### config.mk
export PLATFORM = sky130hd
export DESIGN_NAME = dmem_mmio_responder
export DESIGN_NICKNAME = d
export VERILOG_FILES = /design/src/rtl/mem_map_pkg.sv /design/src/rtl/sync_fifo.sv /design/src/rtl/dmem_mmio_responder.sv
export SDC_FILE = /design/constraint.sdc
export NUM_CORES = 2
export LEC_CHECK = 0
export BUFFER_PORTS_ARGS = -buffer_cell sky130_fd_sc_hd__buf_2
export CORE_UTILIZATION = 53
export DETAILED_ROUTE_END_ITERATION = 16
export PLACE_DENSITY_LB_ADDON = 0.3
export SLEW_MARGIN = 25
export SYNTH_ARGS = -nofsm -noshare
export SYNTH_HDL_FRONTEND = slang
export SYNTH_SLANG_ARGS = --single-unit
### constraint.sdc
create_clock -name clk -period 8.44 [get_ports clk]
set_input_delay 1.688 -clock clk [delete_from_list [all_inputs] [get_ports clk]]
set_output_delay 1.688 -clock clk [all_outputs]
set_load 0.02 [all_outputs]
### src/rtl/mem_map_pkg.sv
// Purpose : shared address map for the data-memory responder.
//           Holds the MMIO window tag, the register offsets inside the
//           window, the CONS_STAT bit layout and a helper that packs
//           the status word.
// Contents: MMIO_TAG_DEFAULT, OFF_* offsets, STAT_* bit positions,
//           sel_t decode enum, pack_stat() function.
package mem_map_pkg;

    localparam logic [15:0] MMIO_TAG_DEFAULT = 16'hFFFF;

    localparam logic [7:0] OFF_CONS_DATA = 8'h00;
    localparam logic [7:0] OFF_CONS_STAT = 8'h04;
    localparam logic [7:0] OFF_CYCLE     = 8'h08;
    localparam logic [7:0] OFF_LEDS      = 8'h0C;

    localparam int STAT_OVF_BIT   = 31;
    localparam int STAT_COUNT_LSB = 2;
    localparam int STAT_COUNT_W   = 6;
    localparam int STAT_FULL_BIT  = 1;
    localparam int STAT_EMPTY_BIT = 0;

    // Target selected by the current M-stage address.
    typedef enum logic [2:0] {
        SEL_NONE      = 3'd0,
        SEL_RAM       = 3'd1,
        SEL_CONS_DATA = 3'd2,
        SEL_CONS_STAT = 3'd3,
        SEL_CYCLE     = 3'd4,
        SEL_LEDS      = 3'd5
    } sel_t;

    // Build the CONS_STAT read word; unused bits read as zero.
    function automatic logic [31:0] pack_stat(
        input logic                    ovf,
        input logic [STAT_COUNT_W-1:0] count,
        input logic                    full,
        input logic                    empty
    );
        logic [31:0] word;
        word                                 = 32'h0000_0000;
        word[STAT_OVF_BIT]                   = ovf;
        word[STAT_COUNT_LSB +: STAT_COUNT_W] = count;
        word[STAT_FULL_BIT]                  = full;
        word[STAT_EMPTY_BIT]                 = empty;
        return word;
    endfunction

endpackage

### src/rtl/sync_fifo.sv
// Purpose : single-clock FIFO used as the console TX queue.
// Ports   : clk, reset (sync, active-low), push/push_data, pop/pop_data,
//           full, empty, count (0..DEPTH), push_dropped (push refused).
// A push into a full FIFO is accepted only when a pop happens in the same
// cycle. pop_data reads zero while empty so the head never shows stale data.
module sync_fifo #(
    parameter int WIDTH = 8,
    parameter int DEPTH = 8
) (
    input  logic                       clk,
    input  logic                       reset,
    input  logic                       push,
    input  logic [WIDTH-1:0]           push_data,
    input  logic                       pop,
    output logic [WIDTH-1:0]           pop_data,
    output logic                       full,
    output logic                       empty,
    output logic [$clog2(DEPTH):0]     count,
    output logic                       push_dropped
);
    localparam int AW = $clog2(DEPTH);
    localparam int CW = AW + 1;

    logic [WIDTH-1:0] mem_r [DEPTH];
    logic [AW-1:0]    wr_ptr_r;
    logic [AW-1:0]    rd_ptr_r;
    logic [CW-1:0]    count_r;
    logic             pop_ok_s;
    logic             push_ok_s;

    assign empty        = (count_r == CW'(0));
    assign full         = (count_r == CW'(DEPTH));
    assign count        = count_r;
    assign pop_ok_s     = pop && !empty;
    assign push_ok_s    = push && (!full || pop_ok_s);
    assign push_dropped = push && !push_ok_s;
    assign pop_data     = empty ? '0 : mem_r[rd_ptr_r];

    // Pointer and occupancy bookkeeping; pointers wrap at DEPTH.
    always_ff @(posedge clk) begin
        if (!reset) begin
            wr_ptr_r <= '0;
            rd_ptr_r <= '0;
            count_r  <= '0;
        end else begin
            if (push_ok_s) begin
                wr_ptr_r <= wr_ptr_r + AW'(1);
            end
            if (pop_ok_s) begin
                rd_ptr_r <= rd_ptr_r + AW'(1);
            end
            case ({push_ok_s, pop_ok_s})
                2'b10:   count_r <= count_r + CW'(1);
                2'b01:   count_r <= count_r - CW'(1);
                default: count_r <= count_r;
            endcase
        end
    end

    // Storage array; contents need no reset because empty masks the head.
    always_ff @(posedge clk) begin
        if (push_ok_s) begin
            mem_r[wr_ptr_r] <= push_data;
        end
    end

endmodule

### src/rtl/dmem_mmio_responder.sv
// Purpose : data-memory responder for the pipelined core's M stage.
//           Word RAM everywhere except the MMIO window (addr[31:16] ==
//           MMIO_TAG), which holds console TX FIFO, cycle counter and LEDs.
// Ports   : clk, reset (sync, active-low), addr/we/wdata from the core,
//           rdata (combinational, same cycle), cons_valid/cons_data/
//           cons_ready drain side of the console FIFO, leds.
module dmem_mmio_responder
    import mem_map_pkg::*;
#(
    parameter int          RAM_WORDS  = 64,
    parameter int          FIFO_DEPTH = 8,
    parameter logic [15:0] MMIO_TAG   = MMIO_TAG_DEFAULT
) (
    input  logic        clk,
    input  logic        reset,
    input  logic [31:0] addr,
    input  logic        we,
    input  logic [31:0] wdata,
    output logic [31:0] rdata,
    output logic        cons_valid,
    output logic [7:0]  cons_data,
    input  logic        cons_ready,
    output logic [7:0]  leds
);
    localparam int RAM_AW = $clog2(RAM_WORDS);
    localparam int CNT_W  = $clog2(FIFO_DEPTH) + 1;

    logic [31:0]       ram_r [RAM_WORDS];
    logic [RAM_AW-1:0] ram_idx_s;
    logic [7:0]        offset_s;
    sel_t              sel_s;
    logic              fifo_push_s;
    logic              fifo_pop_s;
    logic              fifo_full_s;
    logic              fifo_empty_s;
    logic              fifo_drop_s;
    logic [CNT_W-1:0]  fifo_count_s;
    logic [7:0]        fifo_head_s;
    logic              ovf_clr_s;
    logic              ovf_r;
    logic [31:0]       cycle_r;
    logic [7:0]        leds_r;
    logic              unused_addr_s;

    // Upper bits alias in RAM; word access ignores the byte lane bits.
    assign ram_idx_s     = addr[2 +: RAM_AW];
    assign offset_s      = {addr[7:2], 2'b00};
    assign unused_addr_s = ^{addr[15:8], addr[1:0]};

    // Address decode into one target per access.
    always_comb begin
        sel_s = SEL_NONE;
        if (addr[31:16] != MMIO_TAG) begin
            sel_s = SEL_RAM;
        end else begin
            case (offset_s)
                OFF_CONS_DATA: sel_s = SEL_CONS_DATA;
                OFF_CONS_STAT: sel_s = SEL_CONS_STAT;
                OFF_CYCLE:     sel_s = SEL_CYCLE;
                OFF_LEDS:      sel_s = SEL_LEDS;
                default:       sel_s = SEL_NONE;
            endcase
        end
    end

    assign fifo_push_s = we && (sel_s == SEL_CONS_DATA);
    assign fifo_pop_s  = !fifo_empty_s && cons_ready;
    assign ovf_clr_s   = we && (sel_s == SEL_CONS_STAT) && wdata[STAT_OVF_BIT];

    sync_fifo #(
        .WIDTH (8),
        .DEPTH (FIFO_DEPTH)
    ) u_cons_fifo (
        .clk          (clk),
        .reset        (reset),
        .push         (fifo_push_s),
        .push_data    (wdata[7:0]),
        .pop          (fifo_pop_s),
        .pop_data     (fifo_head_s),
        .full         (fifo_full_s),
        .empty        (fifo_empty_s),
        .count        (fifo_count_s),
        .push_dropped (fifo_drop_s)
    );

    assign cons_valid = !fifo_empty_s;
    assign cons_data  = fifo_head_s;
    assign leds       = leds_r;

    // Same-cycle read mux; CONS_DATA and unmapped offsets read zero.
    always_comb begin
        rdata = 32'h0000_0000;
        case (sel_s)
            SEL_RAM:       rdata = ram_r[ram_idx_s];
            SEL_CONS_STAT: rdata = pack_stat(ovf_r, STAT_COUNT_W'(fifo_count_s),
                                             fifo_full_s, fifo_empty_s);
            SEL_CYCLE:     rdata = cycle_r;
            SEL_LEDS:      rdata = {24'h00_0000, leds_r};
            default:       rdata = 32'h0000_0000;
        endcase
    end

    // RAM write port; contents survive reset but writes during reset are dropped.
    always_ff @(posedge clk) begin
        if (reset && we && (sel_s == SEL_RAM)) begin
            ram_r[ram_idx_s] <= wdata;
        end
    end

    // MMIO registers: sticky overflow, free-running cycle counter, LEDs.
    always_ff @(posedge clk) begin
        if (!reset) begin
            ovf_r   <= 1'b0;
            cycle_r <= 32'h0000_0000;
            leds_r  <= 8'h00;
        end else begin
            if (fifo_drop_s) begin
                ovf_r <= 1'b1;
            end else if (ovf_clr_s) begin
                ovf_r <= 1'b0;
            end
            if (we && (sel_s == SEL_CYCLE)) begin
                cycle_r <= wdata;
            end else begin
                cycle_r <= cycle_r + 32'd1;
            end
            if (we && (sel_s == SEL_LEDS)) begin
                leds_r <= wdata[7:0];
            end
        end
    end

endmodule

==> impl_metrics.py <==
metrics = {
    "cts": {
        "clk_transition_reported_paths_ns": 0.06,
        "clkLatencyLatePin_ns": 0.84,
        "cts_hold_repair.buffers": 0,
        "cts_buffers": 203,
        "root_buffer": "clkbuf_16",
        "ctsHtreeMaxLevel": 4,
        "clkSinkCount": 2166,
        "cts_buffer_depth": 3,
        "post_cts_resize_count": 0,
        "cts_tree": "done",
        "post_cts_buffers": 0,
    },
    "layout": {
        "num-nets-final": 5065,
        "post_route_cells_drive_above_1_share_pct": 19.3,
        "syn2layout_area_growth_pct": 12.2,
        "layout.filler_cells": 11300,
        "final_cells": 7233,
    },
    "logic_synthesis": {
        "number_of_nets_in_the_synthesized_netlist": 4850,
        "synth_warnings": 0,
        "synth_xor_area_share_pct": 0.363,
        "synth-compound-area-share_pct": 9.05,
        "yosysSeqAreaShare_pct": 76.4,
        "synth_adder_area_share_pct": 0.0978,
        "synth.cell_area_sq_um": 84500,
        "ys_async_sr_fraction_pct": 0,
        "synth_area_per_cell_sq_um": 17.7,
        "number_of_synthesized_register_bits": 2166,
        "synthMuxAreaShare_pct": 9.05,
        "fraction_of_the_mapped_netlist_area_in_simple_logic_gates_pct": 2.95,
        "synth_top_flop_cell": "edfxtp_1",
        "ys_types": 71,
        "synth_top_family_by_area": "multiplexers",
        "number_of_instances_in_the_synthesized_netlist": 4776,
        "synth-edff-count": 2112,
    },
    "route": {
        "routed_via_density": 7.01,
        "remaining_drc_errors": 0,
        "wl_met3_mm": 36.3,
        "first_iter_violations": 8637,
        "firstDrtPassIters": 8,
        "met2RoutedLength_mm": 119,
        "wl_on_met1_mm": 95.2,
        "drt_wl_total_mm": 269,
        "vias": 50700,
        "detail-route-antenna-nets": 0,
        "highest_signal_layer_in_the_routed_design": "met5",
        "route.detailed.wl_per_inst_um": 37.2,
    },
    "global_route": {
        "antenna_violations_before_repair": 13,
        "gr-total-overflow": 0,
        "grt_start_max_net_pins": 97,
        "grt_pass1_vias": 48000,
        "grt_first_pass_wirelength_mm": 371,
        "gr-usage-all-layers_pct": 33.0,
    },
    "timing": {
        "finalSetupViolations": 0,
        "finalCritPeriodShare_pct": 88.4,
        "worst_slew_pin_slew_ns": 1.23,
        "fmax_ghz": 0.134,
        "setup_repair_after_global_routing_missed_its_margin": "false",
        "hold_viol_final": 0,
        "timing_max_transition_violations_final": 0,
        "finalClockSkew_ns": 0.0117,
        "fin_crit_ns": 7.46,
        "slew-limit-headroom_pct": 17.6,
        "timing.setup.tns_ns": 0,
        "holdWs_ns": 0.479,
    },
    "placed_design": {
        "port-buffer-count": 106,
        "placed_cells_incl_taps": 6856,
        "routabilityCongestion": 0.886,
        "place.detailed.hpwl_mm": 155,
    },
    "critical_path": {
        "critical_path_required_ns": 6.75,
        "worst_setup_path_start_kind": "input port",
        "reg2reg_from": "u_cons_fifo.count[3]",
        "endpoint_kind": "output pin",
        "criticalPathCategory": "input port to output pin",
        "crit_path_arrival_time_ns": 5.78,
        "cp_max_fo": 46,
        "worstSetupStartpoint": "addr[2]",
    },
    "die": {
        "die_height_um": 401,
        "placementRows": 146,
        "design.die.area_sq_um": 161000,
        "initial_utilization_pct": 53.3,
        "horizontal_extent_of_the_die_um": 401,
        "core-area_sq_um": 158000,
        "io_pins": 117,
    },
    "min_path": {
        "hold_path_startpoint": "leds[1]",
        "min_path_type": "flip-flop to flip-flop",
    },
    "status": {
        "result_of_the_run": "finished, final reports clean",
    },
    "power": {
        "post-layout-total-power_mw": 22.3,
        "cellLeakagePower_nw": 30.4,
        "power-per-cell-area_nw_per_um2": 235,
        "vdd.ir_drop.worst_uv": 254,
    },
    "flow_run": {
        "max-cap-violations": 0,
    },
}
[cell usage after synthesis (8+ instances only)]
master / instances / share of area (%)
mux2_1: 11 / 0.15
a22oi_1: 145 / 1.3
buf_4: 32 / 0.28
nand4_1: 15 / 0.11
nor4_1: 17 / 0.13
nand2_1: 208 / 0.92
a211oi_1: 47 / 0.42
inv_1: 9 / 0.040
o21ai_1: 19 / 0.11
o21ai_0: 130 / 0.77
edfxtp_1: 2112 / 75
and2_1: 9 / 0.067
o221ai_1: 19 / 0.20
clkbuf_1: 101 / 0.45
a221o_1: 58 / 0.69
xor2_1: 16 / 0.17
buf_1: 27 / 0.12
a222oi_1: 15 / 0.18
o22ai_1: 143 / 1.1
a221oi_1: 215 / 2.2
mux2i_1: 302 / 3.6
and3_1: 13 / 0.096
a31oi_1: 8 / 0.059
nor2b_1: 9 / 0.067
mux4_2: 106 / 2.8
nor2_1: 254 / 1.1
nor3_1: 11 / 0.065
dfxtp_1: 54 / 1.3
a22o_1: 48 / 0.50
buf_6: 30 / 0.40
mux2_2: 182 / 2.4
o2bb2ai_1: 8 / 0.083
buf_2: 127 / 0.75
xnor2_1: 19 / 0.20
a21oi_1: 116 / 0.69
nand3_1: 35 / 0.21
o22a_1: 20 / 0.21
[metrics by stage]
stage                     cell area [sq um]  worst slack, ns  utilization (%)
after global routing                  94800             1.04             59.8
after global placement                88400             1.26             55.8
after CTS                             94700             1.24             59.8
after detailed placement              88500             1.24             55.9
after floorplan                       84500             3.25                -
final                                 94800            0.976             59.8
[layout by cell type, fill, tap and decap left out, drive strengths merged, types with 15 or more instances in the layout]
cell type	instances
a211oi	47
a21oi	116
a221o	58
a221oi	221
a222oi	15
a22o	48
a22oi	145
buf	332
clkbuf	263
clkinv	89
dfxtp	54
edfxtp	2112
inv	17
mux2	197
mux2i	302
mux4	106
nand2	210
nand3	35
nand4	16
nor2	258
nor4	17
o21ai	149
o221ai	19
o22a	20
o22ai	143
xnor2	19
xor2	16
[path summary, 6_finish.rpt]
path,end,slack (ns),cells after the start
setup / recovery,rdata[12],0.98,11
hold / removal,leds[1],0.48,2
setup reg to reg,u_cons_fifo.count[3],5.60,11
hold reg to reg,leds[1],0.48,2
[power by group]
part,total [mW],switching (mW),internal (mW)
sequential,11.9,0.0491,11.8
clock,8.75,3.90,4.84
combinational,1.63,1.14,0.483
total,22.3,5.10,17.2
[flip-flops by register name (all words and copies together) (netlist names), named ones only]
name,count
ram_r,2048
u_cons_fifo.mem_r,64
cycle_r,32
leds,8
u_cons_fifo.count,4
u_cons_fifo.rd_ptr_r,3
u_cons_fifo.wr_ptr_r,3
ovf_r,1
[per-layer routing]
metal,GRT usage [%],vias up
li1,-,20000
met5,0,-
met2,48.6,4186
met1,45.1,25800
met3,7.73,744
met4,19.7,4
[worst max-delay path, stage by stage]
cell and delay, ns:
buf_8 0.39, clkinv_2 0.65, buf_12 0.40, nand2_1 0.09, buf_4 0.39, o22ai_1 0.12, o21ai_0 0.57, o221ai_1 0.25
a2111oi_1 0.57, o21ai_1 0.29, buf_2 0.24
[logic make-up after synthesis]
logic type,after synthesis
flip-flops,2166
buffers and inverters,333
adder cells (fa/ha/maj),6
AND/OR/NAND/NOR,591
XOR/XNOR,35
multiplexers,605
AO/OA/AOI/OAI,1040
[area by class of cell]
class | instances | area [sq um] | share of cell area (%)
timing repair buffer | 332 | 2630 | 2.78
inverter | 11 | 52.6 | 0.0554
multi-input combinational | 2277 | 18700 | 19.8
tap | 2072 | 2590 | 2.74
clock buffer | 263 | 5460 | 5.76
sequential | 2166 | 64500 | 68.1
antenna | 5 | 12.5 | 0.0132
clock inverter | 107 | 776 | 0.819
Note: power is estimated with default switching activity, not from simulation.
